==> src/rtl/audio_synth_wb.sv <==
// audio_synth_wb: Wishbone-controlled multi-channel tone generator feeding spdif_tx.
//
// Each channel owns a phase accumulator, a waveform select (square/saw/triangle/noise)
// and an 8-bit volume. On every encoder request (out_ack) the channels are mixed one
// per cycle into a wide signed accumulator, saturated to 16 bits and presented
// left-aligned on out_val, which then stays stable until the next request completes.
//
// Ports:
//   clk, rst_n     clk_1x domain clock, asynchronous active-low reset
//   wb_addr        register word address
//   wb_wdata       write data
//   wb_rdata       read data, valid with wb_ack, 0 otherwise
//   wb_we          write strobe
//   wb_cyc         cycle select, held until wb_ack
//   wb_ack         single-cycle acknowledge
//   out_val        current signed sample (16-bit mix left-aligned, LSBs zero)
//   out_ack        encoder consumed out_val, request next sample
//   busy           mix in progress
//
// Sample FSM:
//   state  | meaning
//   S_IDLE | out_val held; waiting for out_ack
//   S_MIX  | accumulating one channel per cycle, idx = channel being processed
//   S_DONE | saturate and publish, step LFSR, bump sample counter

module audio_synth_wb #(
    parameter int N_CH    = 4,
    parameter int PHASE_W = 24,
    parameter int OUT_W   = 24
) (
    input  logic             clk,
    input  logic             rst_n,
    input  logic [4:0]       wb_addr,
    input  logic [31:0]      wb_wdata,
    output logic [31:0]      wb_rdata,
    input  logic             wb_we,
    input  logic             wb_cyc,
    output logic             wb_ack,
    output logic [OUT_W-1:0] out_val,
    input  logic             out_ack,
    output logic             busy
);

    localparam int IDX_W = (N_CH > 1) ? $clog2(N_CH) : 1;
    // Worst case N_CH full-scale contributions can never wrap this accumulator.
    localparam int ACC_W = 16 + $clog2(N_CH) + 1;
    localparam logic signed [ACC_W-1:0] SAT_HI = ACC_W'(32767);
    localparam logic signed [ACC_W-1:0] SAT_LO = ACC_W'(-32768);

    typedef enum logic [1:0] {
        S_IDLE = 2'd0,
        S_MIX  = 2'd1,
        S_DONE = 2'd2
    } state_t;

    state_t state, state_nxt;

    logic                     global_en;
    logic                     overrun;
    logic [15:0]              sample_cnt;
    logic [15:0]              lfsr;
    logic [PHASE_W-1:0]       phase_inc [N_CH];
    logic [PHASE_W-1:0]       phase     [N_CH];
    logic [1:0]               ch_mode   [N_CH];
    logic [7:0]               ch_vol    [N_CH];
    logic [N_CH-1:0]          ch_en;
    logic [N_CH-1:0]          phase_rst_pend;
    logic [N_CH-1:0]          pend_set;
    logic [IDX_W-1:0]         idx;
    logic signed [ACC_W-1:0]  acc;

    logic start, mix_step, done, idle_off, idx_last, overrun_set;

    // ------------------------------------------------------------------
    // Sample FSM
    // ------------------------------------------------------------------
    assign idx_last    = (int'(idx) == N_CH - 1);
    assign overrun_set = out_ack & busy;

    always_ff @(posedge clk or negedge rst_n) begin
        if (!rst_n) state <= S_IDLE;
        else        state <= state_nxt;
    end

    always_comb begin
        state_nxt = state;
        start     = 1'b0;
        mix_step  = 1'b0;
        done      = 1'b0;
        idle_off  = 1'b0;
        case (state)
            S_IDLE: begin
                if (out_ack) begin
                    if (global_en) begin
                        start     = 1'b1;
                        state_nxt = S_MIX;
                    end else begin
                        idle_off  = 1'b1;
                    end
                end
            end
            S_MIX: begin
                mix_step = 1'b1;
                if (idx_last) state_nxt = S_DONE;
            end
            S_DONE: begin
                done      = 1'b1;
                state_nxt = S_IDLE;
            end
            default: state_nxt = S_IDLE;
        endcase
    end

    // ------------------------------------------------------------------
    // Wishbone register file
    // ------------------------------------------------------------------
    logic [4:0]  rel;
    logic        ch_hit;
    logic        wb_wr;
    logic        ack_set;
    logic [31:0] rd_val;

    // Ack follows the first cycle of wb_cyc; the ~wb_ack term forces a gap
    // between consecutive acks even if the master keeps wb_cyc high.
    assign ack_set = wb_cyc & ~wb_ack;
    assign wb_wr   = ack_set & wb_we;

    always_comb begin
        rel      = wb_addr - 5'd2;
        ch_hit   = (wb_addr >= 5'd2) && (int'(rel[4:1]) < N_CH);
        rd_val   = '0;
        pend_set = '0;
        if (wb_addr == 5'd0) begin
            rd_val = {31'd0, global_en};
        end else if (wb_addr == 5'd1) begin
            rd_val = {sample_cnt, 14'd0, overrun, busy};
        end else if (ch_hit) begin
            for (int k = 0; k < N_CH; k++) begin
                if (int'(rel[4:1]) == k) begin
                    if (rel[0]) rd_val = {16'd0, ch_vol[k], 5'd0, ch_mode[k], ch_en[k]};
                    else        rd_val = 32'(phase_inc[k]);
                    if (wb_wr && rel[0] && wb_wdata[31]) pend_set[k] = 1'b1;
                end
            end
        end
    end

    always_ff @(posedge clk or negedge rst_n) begin
        if (!rst_n) begin
            wb_ack    <= 1'b0;
            wb_rdata  <= '0;
            global_en <= 1'b0;
            overrun   <= 1'b0;
            ch_en     <= '0;
            for (int k = 0; k < N_CH; k++) begin
                phase_inc[k] <= '0;
                ch_mode[k]   <= '0;
                ch_vol[k]    <= '0;
            end
        end else begin
            wb_ack   <= ack_set;
            wb_rdata <= ack_set ? rd_val : '0;

            // A new overrun in the same cycle as the clear keeps the flag set.
            if (overrun_set)
                overrun <= 1'b1;
            else if (wb_wr && wb_addr == 5'd1 && wb_wdata[1])
                overrun <= 1'b0;

            if (wb_wr) begin
                if (wb_addr == 5'd0) global_en <= wb_wdata[0];
                for (int k = 0; k < N_CH; k++) begin
                    if (ch_hit && int'(rel[4:1]) == k) begin
                        if (rel[0]) begin
                            ch_en[k]   <= wb_wdata[0];
                            ch_mode[k] <= wb_wdata[2:1];
                            ch_vol[k]  <= wb_wdata[15:8];
                        end else begin
                            phase_inc[k] <= PHASE_W'(wb_wdata);
                        end
                    end
                end
            end
        end
    end

    // ------------------------------------------------------------------
    // Channel datapath (channel idx during S_MIX)
    // ------------------------------------------------------------------
    logic [PHASE_W-1:0]      cur_phase, cur_inc;
    logic [1:0]              cur_mode;
    logic [7:0]              cur_vol;
    logic                    cur_en;
    logic [15:0]             u, w;
    logic signed [24:0]      w_ext, vol_ext, prod;
    logic signed [16:0]      contrib;
    logic signed [ACC_W-1:0] contrib_ext;
    logic [15:0]             sat16;
    logic [OUT_W-1:0]        out_nxt;

    always_comb begin
        cur_phase = '0;
        cur_inc   = '0;
        cur_mode  = '0;
        cur_vol   = '0;
        cur_en    = 1'b0;
        for (int k = 0; k < N_CH; k++) begin
            if (int'(idx) == k) begin
                cur_phase = phase[k];
                cur_inc   = phase_inc[k];
                cur_mode  = ch_mode[k];
                cur_vol   = ch_vol[k];
                cur_en    = ch_en[k];
            end
        end

        u = cur_phase[PHASE_W-1 -: 16];
        case (cur_mode)
            2'd0:    w = u[15] ? 16'h8000 : 16'h7FFF;
            2'd1:    w = u ^ 16'h8000;
            2'd2:    w = {(u[15] ? ~u[14:0] : u[14:0]), 1'b0} ^ 16'h8000;
            default: w = lfsr;
        endcase

        // Signed waveform times unsigned volume; >>> 8 gives floor division.
        w_ext       = 25'($signed(w));
        vol_ext     = $signed({17'd0, cur_vol});
        prod        = w_ext * vol_ext;
        contrib     = cur_en ? 17'(prod >>> 8) : '0;
        contrib_ext = ACC_W'(contrib);

        if (acc > SAT_HI)      sat16 = 16'h7FFF;
        else if (acc < SAT_LO) sat16 = 16'h8000;
        else                   sat16 = acc[15:0];

        out_nxt = '0;
        out_nxt[OUT_W-1 -: 16] = sat16;
    end

    always_ff @(posedge clk or negedge rst_n) begin
        if (!rst_n) begin
            busy           <= 1'b0;
            idx            <= '0;
            acc            <= '0;
            out_val        <= '0;
            lfsr           <= 16'hACE1;
            sample_cnt     <= '0;
            phase_rst_pend <= '0;
            for (int k = 0; k < N_CH; k++) phase[k] <= '0;
        end else begin
            if (start) begin
                busy <= 1'b1;
                idx  <= '0;
                acc  <= '0;
            end
            if (mix_step) begin
                acc <= acc + contrib_ext;
                idx <= idx + IDX_W'(1);
            end
            if (done) begin
                out_val    <= out_nxt;
                lfsr       <= {lfsr[0] ^ lfsr[2] ^ lfsr[3] ^ lfsr[5], lfsr[15:1]};
                sample_cnt <= sample_cnt + 16'd1;
                busy       <= 1'b0;
            end
            if (idle_off) out_val <= '0;

            // Pending phase resets are consumed when a sample starts, so the
            // zeroed phase is what the mix sees for that channel.
            phase_rst_pend <= (phase_rst_pend & ~{N_CH{start}}) | pend_set;
            for (int k = 0; k < N_CH; k++) begin
                if (start && phase_rst_pend[k])
                    phase[k] <= '0;
                else if (mix_step && int'(idx) == k)
                    phase[k] <= cur_en ? cur_phase + cur_inc : '0;
            end
        end
    end

endmodule

==> config.mk <==
export PLATFORM = sky130hd
export DESIGN_NAME = audio_synth_wb
export DESIGN_NICKNAME = d
export VERILOG_FILES = /design/src/rtl/audio_synth_wb.sv
export SDC_FILE = /design/constraint.sdc
export NUM_CORES = 1
export LEC_CHECK = 0
export BUFFER_PORTS_ARGS = -buffer_cell sky130_fd_sc_hd__buf_2
export CORE_MARGIN = 3
export CORE_UTILIZATION = 32
export CTS_CLUSTER_SIZE = 40
export DETAILED_ROUTE_END_ITERATION = 16
export GPL_ROUTABILITY_DRIVEN = 0
export GPL_TIMING_DRIVEN = 0
export HOLD_SLACK_MARGIN = 0.08
export REMOVE_ABC_BUFFERS = 1
export SYNTH_ARGS = -nofsm -noshare
export SYNTH_HDL_FRONTEND = slang
export SYNTH_SLANG_ARGS = --single-unit
==> constraint.sdc <==
create_clock -name clk -period 9 [get_ports clk]
set_input_delay 0.9 -clock clk [delete_from_list [all_inputs] [get_ports clk]]
set_output_delay 0.9 -clock clk [all_outputs]
set_load 0.1 [all_outputs]
==> results_dict.tcl <==
set metrics [dict create \
    ys_async_sr_fraction_pct 100 \
    synth_xor_area_share_pct 2.96 \
    vias 18700 \
    path_clk_slew_ps 60 \
    synthCells 2476 \
    crit_buf_inv 5 \
    die-area_mm2 0.0744 \
    clock_latency_ps 570 \
    cap_violations 0 \
    finalInstanceArea_mm2 0.0271 \
    ctsHoldBuffers 0 \
    vias_per_cell 5.28 \
    finalSetupViolCount 0 \
    die_h_um 273 \
    antenna_found_initial 2 \
    ys.flop_type "dfrtp_1" \
    p_int_mw 4.93 \
    cp.arrival_ps 9190 \
    die-width_um 273 \
    avgSynthCellArea_um2 9.20 \
    leakagePower_nw 13.1 \
    relSlewSlack_pct 4.67 \
    grt.overflow.total 0 \
    rsz0062_at_grt "yes" \
    drc_errors 0 \
    grt_usage_pct 18.3 \
    final_util_pct 38.5 \
    drive_above_1_share_pct 20.6 \
    synth_seq_area_share_pct 38.2 \
    switchingPower_mw 4.42 \
    synth-seq-cells 347 \
    hold_viol_final 0 \
    power.density_mw_per_mm2 346 \
    slowest_stage "fa_1" \
    cp.required_ps 9450 \
    cts_tree "done" \
    rows 97 \
    drtIter0Drc 1404 \
    grt_pass1_wl_mm 108 \
    tightestPinTransition_ps 1420 \
    cts_made_buffers 39 \
    synth_area_leaders "dfrtp_1 37%, fa_1 9.1%, mux2_2 7.7%" \
    ys_types 69 \
    slowest_delay_ps 560 \
    grt_max_degree 114 \
    place_area_mm2 0.0243 \
    area_growth_pct 18.8 \
    numClockSinks 347 \
    ant_nets 0 \
    p_comb_share_pct 62.2 \
    synth_edf_count 0 \
    hold_ws_ps 205 \
    pwr-share-seq_pct 20.5 \
    avgRoutedWirePerCell_um 19.6 \
    cp-end-kind "flip-flop" \
    clk_path_buf_depth 3 \
    antenna-diode-count 0 \
    synth_top_family_by_area "compound AO/OA/AOI/OAI gates" \
    skew_ps 14.4 \
    initial_core_util_pct 32.4 \
    path_max_fanout 18 \
    sw_frac_of_total_pct 47.3 \
    synthAdderAreaFrac_pct 14.1 \
    clock_power_share_pct 17.3 \
    synth_largest_area_cell "dfrtp_1" \
    fmax_ghz 0.114 \
    layout_min_cycle_time_ps 8740 \
    cp_top_family "compound AO/OA/AOI/OAI gates" \
    routed_wl_mm 69.2 \
    start_kind "flip-flop" \
    holdCritPathClass "input port to asynchronous set/reset pin" \
    path_class "flip-flop to flip-flop" \
    dp_hpwl_mm 43.9 \
    fill_cells 6963 \
    post-route-period-util_pct 97.1 \
    synth_area_mm2 0.0228 \
    htreeDepth 2 \
    tns_ps 0 \
    nets 2807 \
    yosys.area_share.simple_pct 14.6 \
    synth_compound_gate_area_share_pct 15.6 \
    core_area_mm2 0.0703 \
    synth.area.mux_share_pct 9.12 \
    grt_pass1_vias 18500 \
    io_pins 100 \
    synth-warning-count 0 \
    firstDrtPassIters 5 \
    peakVddDrop_uv 221 \
    io_buffers 84 \
    outcome "finished clean" \
    synth_top_area_share_pct 37.3 \
    final_max_slew_viol_count 0 \
    path_common_cell "fa_1" \
    clk_root_buffer_cell "clkbuf_16" \
]
-- worst reg2reg max path: cells and delay by family, from the launching register on --
kind / cells / cell delay (ps)
xor gates and xnor gates: 1 / 110
adders and majority gates: 7 / 2870
DFF: 1 / 480
AOI/OAI and AO/OA: 14 / 3170
buffers and inverters: 5 / 610
and+or+nand+nor: 10 / 1380
-- flip-flops by register name (all words and copies together), names as in the netlist --
signal / cells
sample_cnt: 16
global_en: 1
ch_en: 4
acc: 19
lfsr: 16
phase: 96
phase_inc: 96
phase_rst_pend: 4
state: 2
wb_ack: 1
idx: 2
wb_rdata: 32
overrun: 1
ch_mode: 8
ch_vol: 32
busy: 1
out_val: 16
-- Yosys cell counts (all sizes together), types with 33 or more instances --
| cell | count |
|---|---|
| a21oi | 186 |
| a22o | 68 |
| buf | 38 |
| clkbuf | 97 |
| dfrtp | 339 |
| fa | 103 |
| ha | 92 |
| inv | 177 |
| mux2 | 155 |
| mux2i | 33 |
| nand2 | 347 |
| nor2 | 280 |
| o21ai | 165 |
| xnor2 | 50 |
-- through the flow --
stage	setup WS, ps	power (mW)	instances
after floorplan	-1860	5.53	2348
after global placement	-5440	6.73	3372
after detailed placement	-2430	6.83	3388
after CTS	0.550	9.03	3503
after global routing	-188	10.2	3536
final	261	9.35	3536
-- path summary, 6_finish.rpt --
path | start | to | slack, ps | cells past startpoint
min in group clk | out_val[20]$_DFFE_PN0P_ | out_val[20]$_DFFE_PN0P_ | 460 | 2
min | rst_n | phase_inc[78]$_DFFE_PN0P_ | 210 | 1
max reg2reg | idx[0]$_DFFE_PN0P_ | acc[18]$_DFFE_PN0P_ | 260 | 37
max | idx[0]$_DFFE_PN0P_ | acc[18]$_DFFE_PN0P_ | 260 | 37
max in group asynchronous | rst_n | lfsr[8]$_DFFE_PN0P_ | 7450 | 3
min reg2reg | out_val[20]$_DFFE_PN0P_ | out_val[20]$_DFFE_PN0P_ | 460 | 2
-- routing by layer --
| layer | track usage, % | part of all wire, % | vias to the layer above |
|---|---|---|---|
| met1 | 24.6 | 44 | 9333 |
| li1 | - | - | 8571 |
| met2 | 29.2 | 46 | 606 |
| met3 | 3.88 | 7.2 | 145 |
| met5 | 0 | 0.014 | - |
| met4 | 6.51 | 3.3 | 2 |
-- layout by cell type (no fill, tap or decap), types with 83 or more instances in the layout --
master / netlist / layout
inv_1: 177 / 173
a21oi_1: 185 / 154
fa_1: 103 / 101
o21ai_0: 160 / 137
ha_1: 92 / 85
mux2_2: 155 / 155
nand2_1: 347 / 337
nor2_1: 279 / 268
dfrtp_1: 339 / 337
buf_2: 4 / 83
-- power groups by stage --
stage	Clock [mW]	Sequential, mW	Combinational [mW]
detailed placement	0	1.93	4.90
finish	1.62	1.92	5.81
global placement	0	1.93	4.80
global route	1.71	1.95	6.54
CTS	1.65	1.91	5.46
floorplan	0	1.98	3.55
-- timing repair --
action / 4_1_cts / 5_1_grt
endpoints found under the setup margin: 19 / 11
pin swaps: 22 / 54
gates resized for setup: 66 / 91
cloned: 5 / 3
setup buffers: 43 / 30
-- final cells by class --
type | instances | area [um^2] | share of cell area [%]
multi-input combinational | 1825 | 13600 | 50.1
sequential | 347 | 8700 | 32.1
tap | 940 | 1180 | 4.35
clock buffer | 55 | 1120 | 4.13
inverter | 177 | 669 | 2.47
timing repair buffer | 180 | 1680 | 6.19
clock inverter | 12 | 154 | 0.569
-- logic make-up (layout without fill, tap and decap cells) --
group,count (synthesis),count (layout)
AND/OR/NAND/NOR,786,787
AO/OA/AOI/OAI,570,570
flip-flops,347,347
buffers and inverters,312,424
adder cells (fa/ha/maj),195,195
multiplexers,188,188
XOR/XNOR,77,77
other,1,8
No activity file was read; power rests on OpenSTA's default activity.
